--- src/rtl/pulse_train_pkg.sv ---
// Shared types and elaboration helpers for the pulse train transmitter.
package pulse_train_pkg;

   // Transmitter sequencing states.
   typedef enum logic [1:0] {
      IDLE = 2'd0,
      HIGH = 2'd1,
      LOW  = 2'd2,
      DONE = 2'd3
   } state_t;

   // Both phases must last at least one whole cycle, otherwise edges could merge.
   function automatic bit phase_params_ok(int high_cycles, int low_cycles);
      return (high_cycles >= 1) && (low_cycles >= 1);
   endfunction

   // Width of a down-counter that must hold max(high, low) - 1 (and never less than 1 bit).
   function automatic int timer_width(int high_cycles, int low_cycles);
      int m;
      m = (high_cycles > low_cycles) ? high_cycles : low_cycles;
      if (m < 1) m = 1;
      return $clog2(m + 1);
   endfunction

endpackage

--- src/rtl/pulse_train_tx_if.sv ---
// Command channel into the pulse train transmitter.
//
// Handshake: a command transfers on a rising clk edge where cmd_valid and
// cmd_ready are both 1. The master holds cmd_valid (with cmd_count) until
// that edge; cmd_count is only sampled at the transfer edge and may change
// freely afterwards. cmd_ready never depends combinationally on cmd_valid.
interface pulse_train_tx_if #(
   parameter int CNT_W = 8
);
   logic             cmd_valid;
   logic             cmd_ready;
   logic [CNT_W-1:0] cmd_count;

   modport master (output cmd_valid, output cmd_count, input  cmd_ready);
   modport slave  (input  cmd_valid, input  cmd_count, output cmd_ready);
endinterface

--- src/rtl/pulse_phase_timer.sv ---
// Loadable down-counter timing one HIGH or LOW phase; zero marks the last cycle.
module pulse_phase_timer #(
   parameter int W = 1
) (
   input  logic         clk,
   input  logic         rst,
   input  logic         load,
   input  logic [W-1:0] load_val,
   output logic         zero
);

   logic [W-1:0] cnt;

   // Load on phase entry, otherwise count down and park at zero.
   always_ff @(posedge clk or posedge rst) begin
      if (rst) begin
         cnt <= '0;
      end else if (load) begin
         cnt <= load_val;
      end else if (cnt != '0) begin
         cnt <= cnt - 1'b1;
      end
   end

   assign zero = (cnt == '0);

endmodule

--- src/rtl/pulse_train_tx.sv ---
// Emits exactly cmd_count clean, clock-aligned rising edges on pulse_out per command.
module pulse_train_tx
   import pulse_train_pkg::*;
#(
   parameter int CNT_W       = 8,
   parameter int HIGH_CYCLES = 1,
   parameter int LOW_CYCLES  = 1
) (
   input  logic                   clk,
   input  logic                   rst,
   pulse_train_tx_if.slave        cmd,
   output logic                   pulse_out,
   output logic                   busy,
   output logic                   done,
   output logic [CNT_W-1:0]       edges_sent,
   output state_t                 state_dbg
);

   if (!phase_params_ok(HIGH_CYCLES, LOW_CYCLES)) begin : g_param_err
      $error("pulse_train_tx: HIGH_CYCLES and LOW_CYCLES must both be >= 1");
   end

   localparam int           TW     = timer_width(HIGH_CYCLES, LOW_CYCLES);
   localparam logic [TW-1:0] H_LOAD = TW'(HIGH_CYCLES - 1);
   localparam logic [TW-1:0] L_LOAD = TW'(LOW_CYCLES - 1);

   state_t           state, state_nx;
   logic [CNT_W-1:0] remaining;
   logic [CNT_W-1:0] edges_q;
   logic             pulse_q;
   logic             timer_load;
   logic [TW-1:0]    timer_val;
   logic             timer_zero;

   pulse_phase_timer #(.W(TW)) u_timer (
      .clk      (clk),
      .rst      (rst),
      .load     (timer_load),
      .load_val (timer_val),
      .zero     (timer_zero)
   );

   // State register.
   always_ff @(posedge clk or posedge rst) begin
      if (rst) state <= IDLE;
      else     state <= state_nx;
   end

   // Next-state and timer reload decisions.
   always_comb begin
      state_nx   = state;
      timer_load = 1'b0;
      timer_val  = H_LOAD;
      case (state)
         IDLE: begin
            if (cmd.cmd_valid) begin
               timer_load = 1'b1;
               timer_val  = H_LOAD;
               state_nx   = (cmd.cmd_count == '0) ? DONE : HIGH;
            end
         end
         HIGH: begin
            if (timer_zero) begin
               timer_load = 1'b1;
               timer_val  = L_LOAD;
               state_nx   = LOW;
            end
         end
         LOW: begin
            if (timer_zero) begin
               if (remaining == '0) begin
                  state_nx = DONE;
               end else begin
                  timer_load = 1'b1;
                  timer_val  = H_LOAD;
                  state_nx   = HIGH;
               end
            end
         end
         DONE:    state_nx = IDLE;
         default: state_nx = IDLE;
      endcase
   end

   // Pulse count bookkeeping and the registered pulse line (high exactly while in HIGH).
   always_ff @(posedge clk or posedge rst) begin
      if (rst) begin
         remaining <= '0;
         edges_q   <= '0;
         pulse_q   <= 1'b0;
      end else begin
         pulse_q <= (state_nx == HIGH);
         case (state)
            IDLE: begin
               if (cmd.cmd_valid) begin
                  remaining <= cmd.cmd_count;
                  // Clear, then count the first edge that follows immediately.
                  edges_q   <= (cmd.cmd_count == '0) ? '0 : CNT_W'(1);
               end
            end
            HIGH: begin
               if (timer_zero) remaining <= remaining - 1'b1;
            end
            LOW: begin
               if (timer_zero && (remaining != '0)) edges_q <= edges_q + 1'b1;
            end
            default: ;
         endcase
      end
   end

   assign cmd.cmd_ready = (state == IDLE);
   assign busy          = (state != IDLE);
   assign done          = (state == DONE);
   assign pulse_out     = pulse_q;
   assign edges_sent    = edges_q;
   assign state_dbg     = state;

endmodule

--- src/flat_wrapper.sv ---
// flat-port wrapper written by rule: the top's interface ports become plain ports
module pulse_train_tx_flat import pulse_train_pkg::*;
#(
   parameter int CNT_W       = 8,
   parameter int HIGH_CYCLES = 1,
   parameter int LOW_CYCLES  = 1
)
  (clk, rst, pulse_out, busy, done, edges_sent, state_dbg, cmd_cmd_valid, cmd_cmd_count, cmd_cmd_ready);
  pulse_train_tx_if #(.CNT_W(CNT_W)) cmd_i ();
  input  logic clk;
  input  logic rst;
  output logic pulse_out;
  output logic busy;
  output logic done;
  output logic [CNT_W-1:0] edges_sent;
  output state_t state_dbg;
  input wire logic [$bits(cmd_i.cmd_valid)-1:0] cmd_cmd_valid;
  input wire logic [$bits(cmd_i.cmd_count)-1:0] cmd_cmd_count;
  output wire logic [$bits(cmd_i.cmd_ready)-1:0] cmd_cmd_ready;
  assign cmd_i.cmd_valid = cmd_cmd_valid;
  assign cmd_i.cmd_count = cmd_cmd_count;
  assign cmd_cmd_ready = cmd_i.cmd_ready;
  pulse_train_tx #(.CNT_W(CNT_W), .HIGH_CYCLES(HIGH_CYCLES), .LOW_CYCLES(LOW_CYCLES)) u_core (.clk(clk), .rst(rst), .cmd(cmd_i), .pulse_out(pulse_out), .busy(busy), .done(done), .edges_sent(edges_sent), .state_dbg(state_dbg));
endmodule
--- config.mk ---
export PLATFORM = sky130hd
export DESIGN_NAME = pulse_train_tx_flat
export DESIGN_NICKNAME = d
export VERILOG_FILES = /design/src/rtl/pulse_train_pkg.sv /design/src/rtl/pulse_train_tx_if.sv /design/src/rtl/pulse_phase_timer.sv /design/src/rtl/pulse_train_tx.sv /design/src/flat_wrapper.sv
export SDC_FILE = /design/constraint.sdc
export NUM_CORES = 1
export LEC_CHECK = 0
export CORE_MARGIN = 2
export CORE_UTILIZATION = 50
export DETAILED_ROUTE_END_ITERATION = 6
export GPL_TIMING_DRIVEN = 0
export PLACE_DENSITY_LB_ADDON = 0.25
export SLEW_MARGIN = 20
export SYNTH_ARGS = -nofsm -noshare
export SYNTH_HDL_FRONTEND = slang
export SYNTH_HIERARCHICAL = 1
export SYNTH_SLANG_ARGS = --single-unit
export TNS_END_PERCENT = 100
--- constraint.sdc ---
create_clock -name clk -period 2 [get_ports clk]
set_clock_uncertainty 0.2 [all_clocks]
set_input_delay 0.2 -clock clk [delete_from_list [all_inputs] [get_ports clk]]
set_output_delay 0.2 -clock clk [all_outputs]
set_load 0.03 [all_outputs]
==> results list <==
- Number of buffers created by CTS: 3
* Switching power: 1.124 mW
* Avg WL per Cell: 14.43 um
- Leaving out fill and tap cells, the most frequent cell in the layout is clkdlybuf4s50_1.
- The later pin in the worst-skew pair is clocked with a latency of around 0.29 ns.
- The via count of the first global-routing pass is 1064.
- Clock transition at path regs: 0.11 ns
- From synthesis to final layout, the design area changed by 29.51%.
- Outcome: finished clean
- Cell Area, Placed: roughly 1500 um2
- Once detail routing completed, the nets flagged for antenna violations numbered 0.
* Antenna violations before repair: 0
- Data on the critical path arrives at its endpoint at around 1.9 ns.
* Most used DFF post-synth: dfrtp_1
- TritonCTS sink count: 20
- Shortest clock period the worst path allows after layout: 1.932 ns
* Post-synthesis cell count: about 140
- Pre-CTS setup slack: -0.04226 ns
- Routability-driven placement finished with a final weighted congestion of approximately 0.92.
* Endpoint required time on the critical path: between 2 and 2.5 ns
* Die outline area: about 2800 um2
- Final-report setup violation count: 0
- The synthesized design contains 20 register bits.
- Counting along the longest clock path gives a buffer depth of 2.
- Type of the worst setup path: reg2reg
* Hold crit path type: reg2reg
* Clk pwr share: 0.098
- Buffers on Ports: 24
* Design area: ~1600 um2
- Once the clock tree was built, the setup fixing pass inserted 0 buffers.
- Final hold slack: between 0.3 and 0.4 ns
- Number of nets in the synthesized netlist: 150
- Of the cells placed in the final design, the portion with a size suffix greater than 1 is 0.1145.
* Slack of the critical path: 0.06804 ns
* Clock tree from TritonCTS: built
- The count of final max-slew check failures is 0.
- Netlist cell types: 41
- The worst setup path is launched from a register.
- Total power per unit cell area: approximately 1500 nW/um2
* Unrepaired setup endpoints after global routing: true
* Detailed-routing iteration count for the pre-antenna-repair pass: 4
* Wire length of the first global-routing pass: approximately 4500 um
* Longest individual stage delay on the worst path: about 0.51 ns
- Sequential group share of total power: 0.313
- For this block, the via count after detailed routing is approximately 1.1k.
* Worst slew slack as a fraction of its limit: 0.4957
- Combinational cell fraction of total power: 0.589
- Routed wire length: between 2000 and 3000 um
- The floorplan step set the die width to 52.99 um.
* Fraction of registers with async set/reset: 1.000
- FMAX: 0.5176 GHz
* Worst vdd ir: 0.0009762 V
- At the end of the flow, the number of nets in the layout was 180.
* Maximum fanout along the worst path: 4
- Cells traversed along the worst timing path: inv_1, ha_2, or4b_4, o21ai_2, nand2b_1, a221oi_2
* Via count normalized by instance count: approximately 5.9
- 25 I/O pins were placed.
- Across every metal layer, demand over resource in global routing totals 0.2208.
* Die Height: about 53 um
- Warnings, synthesis: 6
- Proportion of synthesized chip area in sequential cells: 0.4171
- Final core utilization: 0.6958
- Multi-input logic area: approximately 700 um2
* Area used by sequential logic in the layout: 500.5 um2
- Switching Fraction: 0.4819
* GRT Residual Overflow: 0
- The worst setup path is captured at a register.
- In the layout the commonest cells are clkdlybuf4s50_1, dfrtp_1, o21ai_0.
* DP HPWL: slightly above 2000 um
- Slowest-stage cell, CP: or4b_4
- Initial cell density of the core: 0.5373
- Number of hold violations in the final report: 0
* Total of fill cells in the finished design: 182
- Number of rows created at floorplan: 17
- The internal portion of the total power is ~1.2 mW.
- Reported max-cap violation count: 0
- Maximum number of pins on one net before global-route repair: 20
* Leakage power summed over all cells: between 0.6 and 0.7 nW
- Number of enable flip-flop cells after synthesis: 0
- Transition time at the pin with the least slew margin: approximately 0.76 ns
- The average instance in the mapped netlist occupies 8.758 um2.
- Area of the core: 2233 um2
* Tcrit/Tclk final: 0.9660
* Root buffer cell: clkbuf_4
* DRC violations left: 0
- ANT cells: 0
- After the first detailed-routing iteration, the DRC count stood at 25.
- In this run the number of H-tree levels came out at 1.
- Syn Std Cell Area: around 1200 um2
## path summary, 6_finish.rpt
kind | from | endpoint | slack, ns | cells past startpoint
setup / recovery | u_core/remaining[0]$_DFFE_PP0P_ | u_core/state_dbg[1]$_DFF_PP0_ | 0.07 | 6
hold / removal | u_core/edges_sent[6]$_DFFE_PP0P_ | u_core/edges_sent[6]$_DFFE_PP0P_ | 0.33 | 1
setup reg to reg | u_core/remaining[0]$_DFFE_PP0P_ | u_core/state_dbg[1]$_DFF_PP0_ | 0.07 | 6
hold reg to reg | u_core/edges_sent[6]$_DFFE_PP0P_ | u_core/edges_sent[6]$_DFFE_PP0P_ | 0.33 | 1
max in group asynchronous | rst | u_core/edges_sent[2]$_DFFE_PP0P_ | 0.41 | 3
min in group asynchronous | rst | u_core/u_timer/cnt$_DFF_PP0_ | 0.41 | 3
## power groups by stage
stage | Clock [mW] | Combinational (mW) | Sequential, mW
after CTS | 0.242 | 1.31 | 0.716
after global routing | 0.254 | 1.51 | 0.752
after detailed placement | 0 | 1.31 | 0.724
final | 0.229 | 1.37 | 0.731
after floorplan | 0 | 0.817 | 0.806
after global placement | 0 | 1.28 | 0.716
## sequential cells by signal, summed over array words and instances (netlist names)
name and count:
u_core/pulse_out 1, u_core/edges_sent 8, u_core/remaining 8, u_core/state_dbg 2
u_core/u_timer/cnt 1
## what timing repair did
action	in CTS	in global routing
setup endpoints to repair	3	16
hold buffers	1	0
pin swaps	0	1
resized for setup	4	11
hold endpoints to repair	1	0
## critical path, delay by kind of cell (launching register included)
kind / cells / cell delay, ns
compound gates: 2 / 0.37
flops: 1 / 0.42
fa+ha+maj: 1 / 0.20
buf+inv: 1 / 0.07
simple gates: 2 / 0.59
## cells by family (layout without fill, tap and decap cells)
group | count (synthesis) | after routing | synth area share
fa+ha+maj | 2 | 2 | 0.02085
xor+xnor | 2 | 2 | 0.01460
mux | 3 | 3 | 0.02503
other cells | 1 | 1 | 0.003125
buf+inv | 11 | 40 | 0.03650
simple gates | 54 | 54 | 0.2398
compound gates | 44 | 44 | 0.2430
flops | 20 | 20 | 0.4171
## area by class of cell
cell class              instances  share of cell area
plain buffers                   4             0.01208
clock buffers                   4             0.02335
inverters                       7             0.01691
multi-input cells             106              0.4461
flip-flops and latches         20              0.3221
well taps                      28             0.02254
repair buffers                 25              0.1570
## cell usage after synthesis, drive strengths merged, types with 2 or more instances
cell type | count | area [um2]
nor2b | 2 | 12.51
nand3 | 5 | 25.02
buf | 2 | 10.01
xnor2 | 2 | 17.52
clkbuf | 2 | 7.510
ha | 2 | 25.02
nand2b | 6 | 37.54
mux2i | 3 | 30.03
o211ai | 2 | 15.01
a22oi | 2 | 15.01
a21oi | 8 | 40.04
nand4 | 2 | 12.51
nand2 | 13 | 48.80
a211oi | 2 | 15.01
nor2 | 11 | 41.29
and2 | 4 | 25.02
nor3 | 3 | 15.01
o21ai | 18 | 90.09
dfrtp | 20 | 500.5
nor4 | 2 | 12.51
inv | 7 | 26.28
## routing by layer
layer	vias to the layer above	GRT usage	routed length (um)
met5	-	0	0
met4	0	0.1026	44
met3	4	0.02542	103
met2	25	0.3813	1401
met1	555	0.2729	1249
li1	558	-	-
## per-stage QoR
stage / setup TNS [ns] / std cells / power [mW]
6_report: 0 / 194 / 2.333
5_1_grt: -0.0002405 / 194 / 2.514
4_1_cts: 0 / 194 / 2.264
3_5_place_dp: -0.04226 / 189 / 2.034
3_3_place_gp: 0 / 189 / 1.993
2_1_floorplan: 0 / 137 / 1.623
No activity file was read; power rests on OpenSTA's default activity.
